==> src/rtl/ce_cei_ctl_pkg.sv <==
// Shared definitions for the core-side custom-engine interface: op field
// layout, ISA opcode constants, halt-bus width and controller state encoding.
package ce_cei_ctl_pkg;

  localparam int unsigned CEI_OP_W       = 12;
  localparam int unsigned CEI_OP_MAJ_MSB = 11;
  localparam int unsigned CEI_OP_MAJ_LSB = 6;
  localparam int unsigned CEI_OP_FN_MSB  = 5;
  localparam int unsigned CEI_OP_FN_LSB  = 0;

  localparam logic [5:0] M32_MAJ_SPECIAL  = 6'h00;
  localparam logic [5:0] M32_MAJ_SPECIAL2 = 6'h1c;
  localparam logic [5:0] M32_MAJ_CE       = 6'h1f;
  localparam logic [5:0] M16_MAJ_CE       = 6'h3e;

  // M32 SPECIAL/SLL with all-zero fields: never decoded as a CE op
  localparam logic [CEI_OP_W-1:0] CEI_NOP_OP = 12'h000;

  localparam int unsigned CEI_HALT_DRV_COUNT = 4;
  localparam int unsigned CEI_HCNT_W         = 8;

  typedef enum logic [1:0] {
    ST_RUN    = 2'b00,
    ST_CEHALT = 2'b01,
    ST_HOLD   = 2'b10
  } cei_state_t;

  function automatic logic [CEI_OP_W-1:0] cei_slot_op(
    input logic                valid,
    input logic [CEI_OP_W-1:0] op,
    input logic [CEI_OP_W-1:0] nop
  );
    return valid ? op : nop;
  endfunction

endpackage

==> src/rtl/ce_cei_haltmon.sv <==
// CE halt-bus monitor: replicated-halt reduction, disagreement flag, stall
// state tracking and a saturating count of cycles spent halted by the CE.
module ce_cei_haltmon
  import ce_cei_ctl_pkg::*;
#(
  parameter int unsigned HALT_DRV_COUNT = CEI_HALT_DRV_COUNT,
  parameter int unsigned HCNT_W         = CEI_HCNT_W
) (
  input  logic                      CLK,
  input  logic                      RESET_D1_R_N,
  input  logic [HALT_DRV_COUNT-1:0] HALT_C,
  input  logic                      PIPE_HOLD,
  input  logic                      XCPN,
  output logic                      HALT_ANY,
  output logic                      HALT_MISMATCH,
  output logic [HCNT_W-1:0]         HALT_CNT,
  output cei_state_t                STATE
);

  logic halt_all;

  assign HALT_ANY      = |HALT_C;
  assign halt_all      = &HALT_C;
  assign HALT_MISMATCH = HALT_ANY & ~halt_all;

  always_ff @(posedge CLK or negedge RESET_D1_R_N) begin
    if (!RESET_D1_R_N) begin
      STATE    <= ST_RUN;
      HALT_CNT <= '0;
    end else begin
      if (STATE == ST_CEHALT && HALT_CNT != '1)
        HALT_CNT <= HALT_CNT + 1'b1;

      // Exception flush overrides every transition; halt outranks hold
      if (XCPN) begin
        STATE <= ST_RUN;
      end else begin
        unique case (STATE)
          ST_RUN: begin
            if (HALT_ANY)       STATE <= ST_CEHALT;
            else if (PIPE_HOLD) STATE <= ST_HOLD;
          end
          ST_CEHALT: begin
            if (!HALT_ANY)      STATE <= PIPE_HOLD ? ST_HOLD : ST_RUN;
          end
          ST_HOLD: begin
            if (HALT_ANY)       STATE <= ST_CEHALT;
            else if (!PIPE_HOLD) STATE <= ST_RUN;
          end
          default:              STATE <= ST_RUN;
        endcase
      end
    end
  end

endmodule

==> src/rtl/ce_cei_ctl.sv <==
// Core-side CE interface initiator: S-stage op and E-stage operand registers,
// M-stage result capture, and stall/hold/kill signalling to and from the CE.
module ce_cei_ctl
  import ce_cei_ctl_pkg::*;
#(
  parameter int unsigned HALT_DRV_COUNT = CEI_HALT_DRV_COUNT,
  parameter logic [11:0] NOP_OP         = CEI_NOP_OP,
  parameter int unsigned HCNT_W         = CEI_HCNT_W
) (
  input  logic                      CLK,
  input  logic                      RESET_D1_R_N,
  input  logic [11:0]               DEC_OP_S,
  input  logic                      DEC_INSTM32_S_N,
  input  logic                      DEC_VALID_S,
  input  logic [31:0]               RF_AOP_D,
  input  logic [31:0]               RF_BOP_D,
  input  logic                      PIPE_HOLD,
  input  logic                      XCPN_M,
  input  logic [31:0]               CE_RES_E,
  input  logic                      CE_SEL_E_R,
  input  logic [HALT_DRV_COUNT-1:0] CE_HALT_E_R_C,
  output logic [11:0]               CEI_OP_S_R,
  output logic                      CEI_INSTM32_S_R_N,
  output logic [31:0]               CEI_AOP_E_R,
  output logic [31:0]               CEI_BOP_E_R,
  output logic                      CEI_CEHOLD,
  output logic                      CEI_XCPN_M,
  output logic [31:0]               CEI_RES_M_R,
  output logic                      CEI_RES_VLD_M_R,
  output logic                      CEI_STALL,
  output logic                      CEI_HALT_MISMATCH,
  output logic [HCNT_W-1:0]         CEI_HALT_CNT
);

  logic       halt_any;
  logic       advance;
  cei_state_t fsm_state;

  ce_cei_haltmon #(
    .HALT_DRV_COUNT(HALT_DRV_COUNT),
    .HCNT_W        (HCNT_W)
  ) u_haltmon (
    .CLK          (CLK),
    .RESET_D1_R_N (RESET_D1_R_N),
    .HALT_C       (CE_HALT_E_R_C),
    .PIPE_HOLD    (PIPE_HOLD),
    .XCPN         (XCPN_M),
    .HALT_ANY     (halt_any),
    .HALT_MISMATCH(CEI_HALT_MISMATCH),
    .HALT_CNT     (CEI_HALT_CNT),
    .STATE        (fsm_state)
  );

  // The CE folds its own halt into its hold, so only the non-CE stall goes out
  assign CEI_CEHOLD = PIPE_HOLD;
  assign CEI_XCPN_M = XCPN_M;
  assign CEI_STALL  = PIPE_HOLD | halt_any;
  assign advance    = ~CEI_STALL;

  always_ff @(posedge CLK or negedge RESET_D1_R_N) begin
    if (!RESET_D1_R_N) begin
      CEI_OP_S_R        <= NOP_OP;
      CEI_INSTM32_S_R_N <= 1'b0;
      CEI_AOP_E_R       <= '0;
      CEI_BOP_E_R       <= '0;
      CEI_RES_M_R       <= '0;
      CEI_RES_VLD_M_R   <= 1'b0;
    end else if (XCPN_M) begin
      // Flush wins over stall; the captured result data is left in place
      CEI_OP_S_R        <= NOP_OP;
      CEI_INSTM32_S_R_N <= 1'b0;
      CEI_AOP_E_R       <= '0;
      CEI_BOP_E_R       <= '0;
      CEI_RES_VLD_M_R   <= 1'b0;
    end else if (advance) begin
      CEI_OP_S_R        <= cei_slot_op(DEC_VALID_S, DEC_OP_S, NOP_OP);
      CEI_INSTM32_S_R_N <= DEC_VALID_S & DEC_INSTM32_S_N;
      CEI_AOP_E_R       <= RF_AOP_D;
      CEI_BOP_E_R       <= RF_BOP_D;
      CEI_RES_VLD_M_R   <= CE_SEL_E_R;
      if (CE_SEL_E_R)
        CEI_RES_M_R     <= CE_RES_E;
    end
  end

endmodule

==> config.mk <==
export PLATFORM = sky130hd
export DESIGN_NAME = ce_cei_ctl
export DESIGN_NICKNAME = d
export VERILOG_FILES = /design/src/rtl/ce_cei_ctl_pkg.sv /design/src/rtl/ce_cei_haltmon.sv /design/src/rtl/ce_cei_ctl.sv
export SDC_FILE = /design/constraint.sdc
export NUM_CORES = 1
export LEC_CHECK = 0
export BUFFER_PORTS_ARGS = -buffer_cell sky130_fd_sc_hd__buf_4
export CAP_MARGIN = 10
export CORE_ASPECT_RATIO = 1.1
export CORE_MARGIN = 2
export CORE_UTILIZATION = 40
export DETAILED_ROUTE_END_ITERATION = 8
export PLACE_DENSITY = 0.85
export SYNTH_ARGS = -nofsm -noshare
export SYNTH_HDL_FRONTEND = slang
export SYNTH_SLANG_ARGS = --single-unit
==> constraint.sdc <==
create_clock -name CLK -period 1.5 [get_ports CLK]
set_clock_uncertainty 0.1 [all_clocks]
set_input_delay 0.075 -clock CLK [delete_from_list [all_inputs] [get_ports CLK]]
set_output_delay 0.075 -clock CLK [all_outputs]
set_load 0.005 [all_outputs]
[Word level (Yosys, flattened, before mapping)]
Index checks and enable logic that the tools add are counted.
Storage, ports and cells
  register bits: 120
  bits in latches: 0
  RAM bits: 0
  bits in read-only memories: 0
  input port bits: 119
  logic and storage cells: 47
  memories kept: 0
Operators by class
  add/subtract/negate cells: 1
  $mul: 0
  divide/modulo/power cells: 0
  order comparisons: 0
  equality and inequality tests: 7
  shifts and indexed selects: 0
  mux-type cells: 19
  bitwise operators: 6
  reductions and logical operators: 6
Operators with widths (number)
  32-bit two-way mux: 4
  12-bit two-way mux: 3
  2-bit two-way mux: 7
  8-bit by 1-bit adder with 8-bit output (second input constant): 1
  4-bit != test (second input constant): 2
  8-bit != test (second input constant): 1
  2-bit one-hot mux with 3 select lines: 1
  3-bit AND reduction: 2
  1-bit two-way mux: 4
  4-bit AND reduction: 1
  4-bit OR reduction: 1
  3-bit != test (second input constant): 1
  1-bit inverter: 3
  1-bit AND: 2
  2-bit by 1-bit == test with 1-bit output (second input constant): 1
  2-bit == test (second input constant): 1
  2-bit logical NOT: 1
  2-bit != test (second input constant): 1
  1-bit logical AND: 1
  1-bit OR: 1

[Longest topological paths before layout]
  depth after elaboration: 4
  mapped depth: 6

[Modules after synthesis]
From an unflattened synthesis, not the netlist that was laid out.
Second synthesis, totals
  cells, all modules: 472
  area, all modules: 5366.4 sq um
By module, submodules not included
  ce_cei_ctl: instances 1, cells each 427, area an instance 4864.7 sq um, sequential area each 2752.6 sq um
  ce_cei_haltmon: instances 1, cells each 45, area an instance 501.7 sq um, sequential area each 250.2 sq um

[Worst setup path after synthesis]
OpenSTA, ideal clock, no wires.
  path type: input port to flip-flop
  start point: input CE_HALT_E_R_C[3]
  end point: register CEI_RES_M_R[10]
  library setup time: 0.127 ns
  arrival: 1.449 ns
  slack: -0.176 ns
  cell stages on the path: 6
  path buffers: 2
  cell sequence: or4_4 nor3_2 and2_1 buf_4 buf_6 mux2_1
On the way
  cells in the longest elaborated chain, start to end: 4
RTL lines
  start: declaration: RTL line ce_cei_ctl.sv:21  | input logic [HALT_DRV_COUNT-1:0] CE_HALT_E_R_C,
  4-bit OR reduction: RTL line ce_cei_haltmon.sv:22  | assign HALT_ANY = |HALT_C;
  1-bit OR: RTL line ce_cei_ctl.sv:57  | assign CEI_STALL = PIPE_HOLD | halt_any;
  1-bit inverter (no source line)
  3-bit AND reduction (no source line)
  end signal: assignment: RTL line ce_cei_ctl.sv:66  | CEI_RES_M_R <= '0;
  end signal: assignment: RTL line ce_cei_ctl.sv:82  | CEI_RES_M_R <= CE_RES_E;
  end: declaration: RTL line ce_cei_ctl.sv:28  | output logic [31:0] CEI_RES_M_R,
Every way passes these cells.
A chain may end at the register's enable or synchronous reset.

[Worst setup path in the final report]
  start point: input CE_HALT_E_R_C[3]
  end point: register CEI_RES_M_R[26]
The elaborated chain is that of the path after synthesis.

==> impl_metrics.env <==
export IMPL_rows=40
export IMPL_cts_clk_slew_worst_paths_ns=0.06
export IMPL_areaGrowthSynthToFinish_pct=87.4
export IMPL_period_minus_slack_ns=1.53
export IMPL_grt_overflow_total=0
export IMPL_fin_util_pct=76.5
export IMPL_clock_latency_ns=0.39
export IMPL_leakagePower_nw=4.32
export IMPL_cp_start_kind="primary input"
export IMPL_crit_required_ns=1.66
export IMPL_drtAntennaViolNets=0
export IMPL_grt_pass1_wl_um=23200
export IMPL_synth_area_um2=4450
export IMPL_numCtsBuffers=17
export IMPL_initial_core_util_pct=40.8
export IMPL_vias_per_cell=5.03
export IMPL_path_class="primary input to flip-flop"
export IMPL_synth_flop_cell="dfrtp_1"
export IMPL_grt_setup_unrepaired="true"
export IMPL_dr_pass1_iters=4
export IMPL_layout_common_cells="buf_4 (256), dfrtp_1 (120), dlygate4sd3_1 (113)"
export IMPL_htreeDepth=4
export IMPL_synth_edf_count=0
export IMPL_status="complete, but fails checks"
export IMPL_place_congestion=0.803
export IMPL_crit_fanout=16
export IMPL_ys_warn_count=0
export IMPL_wl_per_cell_um=18.7
export IMPL_finalNetCount=786
export IMPL_die_x_um=105
export IMPL_core_area_um2=10900
export IMPL_syn_inst=293
export IMPL_max_freq_mhz=652
export IMPL_cts_root_buf="clkbuf_16"
export IMPL_p_per_area_nw_per_um2=1130
export IMPL_grt_antenna_before_repair=0
export IMPL_ys_seq_area_share_pct=67.5
export IMPL_hold_class="primary input to flip-flop"
export IMPL_cts_buffer_depth=2
export IMPL_setup_viol=1
export IMPL_drcViolationCount=0
export IMPL_drtIter0Drc=228
export IMPL_worstSetupEndpointType="flip-flop"
export IMPL_die_h_um=115
export IMPL_synth_cell_type_count=30
export IMPL_pin_count=241
export IMPL_vdd_drop_max_mv=0.648
export IMPL_worstMarginPinSlew_ns=0.662
export IMPL_drive_above_1_share_pct=44.8
export IMPL_syn_nets=413
export IMPL_grt_usage_pct=25.0
export IMPL_wirelength_um=15400
export IMPL_vias=4154
export IMPL_fin_crit_sh_pct=102
export IMPL_port_buffers=240
export IMPL_fp_dieArea_um2=12000
export IMPL_ys_ff_latch=120
export IMPL_layout_commonest_cell="buf_4"
export IMPL_async_flop_share_pct=100
export IMPL_holdWs_ns=0.101
export IMPL_grt_pass1_vias=4501
export IMPL_hpwlAfterDp_um=8430
export IMPL_grt_start_max_net_pins=121
export IMPL_cap_violations=0
export IMPL_cts_tree="yes"
export IMPL_cp_arrival_ns=1.69
export IMPL_hold_viol=0
export IMPL_syn_avg_cell_area_um2=15.2
export IMPL_finalWorstSetupSlack_ns=-0.0336
export IMPL_drv_slew=0
export IMPL_p_total_mw=9.41
export IMPL_numClockSinks=120
export IMPL_violations="setup timing"
export IMPL_slew_headroom_pct=55.8
## path summary, 6_finish.rpt
check / from / to / slack (ns) / cells past startpoint
setup reg to reg: u_haltmon.HALT_CNT[1] / u_haltmon.HALT_CNT[7] / 0.01 / 5
max in group asynchronous: RESET_D1_R_N / u_haltmon.STATE[0] / 0.59 / 3
hold / removal: DEC_VALID_S / CEI_INSTM32_S_R_N / 0.10 / 4
setup / recovery: CE_HALT_E_R_C[3] / CEI_RES_M_R[26] / -0.03 / 6
min in group asynchronous: RESET_D1_R_N / u_haltmon.HALT_CNT[6] / 0.17 / 3
hold reg to reg: CEI_RES_VLD_M_R / CEI_RES_VLD_M_R / 0.38 / 1
## area by class of cell
cell class                      instances  area [um2]
Antenna cell                            1        2.50
Clock buffer                           22         464
Clock inverter                          9         148
Fill cell                             616        2570
Inverter                                1        3.75
Multi-Input combinational cell        150        1350
Sequential cell                       120        3000
Tap cell                              147         184
Timing Repair Buffer                  376        3190
## sequential cells by signal, indices dropped and copies added (netlist names)
signal              cells
CEI_AOP_E_R            32
CEI_BOP_E_R            32
CEI_INSTM32_S_R_N       1
CEI_OP_S_R             12
CEI_RES_M_R            32
CEI_RES_VLD_M_R         1
u_haltmon.HALT_CNT      8
u_haltmon.STATE         2
## power breakdown
group	leakage, nW	switching (mW)	total, mW	internal, mW
combinational	2.38	0.582	1.53	0.952
clock	0.300	1.38	4.23	2.85
sequential	1.64	0.172	3.65	3.47
total	4.32	2.13	9.41	7.27
## per-layer routing
layer	GRT usage, %	up-vias	share of wire, %
li1	-	1843	-
met1	27.2	2051	37
met2	45.4	222	54
met3	7.17	38	6.8
met4	10.9	0	2.3
met5	0	-	0
## synthesized netlist by cell type, types with 3 or more instances
| master | number | area [um2] |
|---|---|---|
| mux2_1 | 29 | 327 |
| buf_4 | 3 | 22.5 |
| and2_1 | 4 | 25.0 |
| buf_2 | 8 | 40.0 |
| a22o_1 | 77 | 674 |
| clkbuf_1 | 8 | 30.0 |
| dfrtp_1 | 120 | 3000 |
| mux2_2 | 6 | 67.6 |
| nand2_1 | 3 | 11.3 |
| nor2_1 | 5 | 18.8 |
| buf_6 | 3 | 33.8 |
| nand4_1 | 4 | 25.0 |
## logic make-up (layout without fill, tap and decap cells)
group	Yosys count	in the layout	share of synthesized area, %
AO/OA/AOI/OAI	84	84	16.2
flip-flops	120	120	67.5
multiplexers	35	35	8.85
buffers and inverters	23	408	2.92
other	0	1	0
XOR/XNOR	4	4	0.787
AND/OR/NAND/NOR	26	26	3.54
adder cells (fa/ha/maj)	1	1	0.281
## stage by stage
stage	setup WS (ns)	TNS [ns]	instance area [um2]	cells
after detailed placement	-0.386	-29.98	6560	680
final	-0.0336	-0.0336	8340	826
after global routing	-0.0554	-0.0989	8340	825
after floorplan	-0.169	-5.00	4460	293
after global placement	-0.345	-24.94	6560	680
after CTS	0.0192	0	8310	824
## critical path, stage by stage
cell	delay, ns
buf_4	0.11
or4_4	0.55
nor3_4	0.15
and2_4	0.22
clkbuf_16	0.20
mux2_1	0.39
## what timing repair did
item / in CTS / in global routing
gates cloned: 0 / 1
hold buffers: 113 / 0
gates resized for setup: 3 / 4
hold endpoints to repair: 231 / 0
setup endpoints to repair: 2 / 36
buffers inserted: 0 / 0
Power figures use the tool's default switching activity.
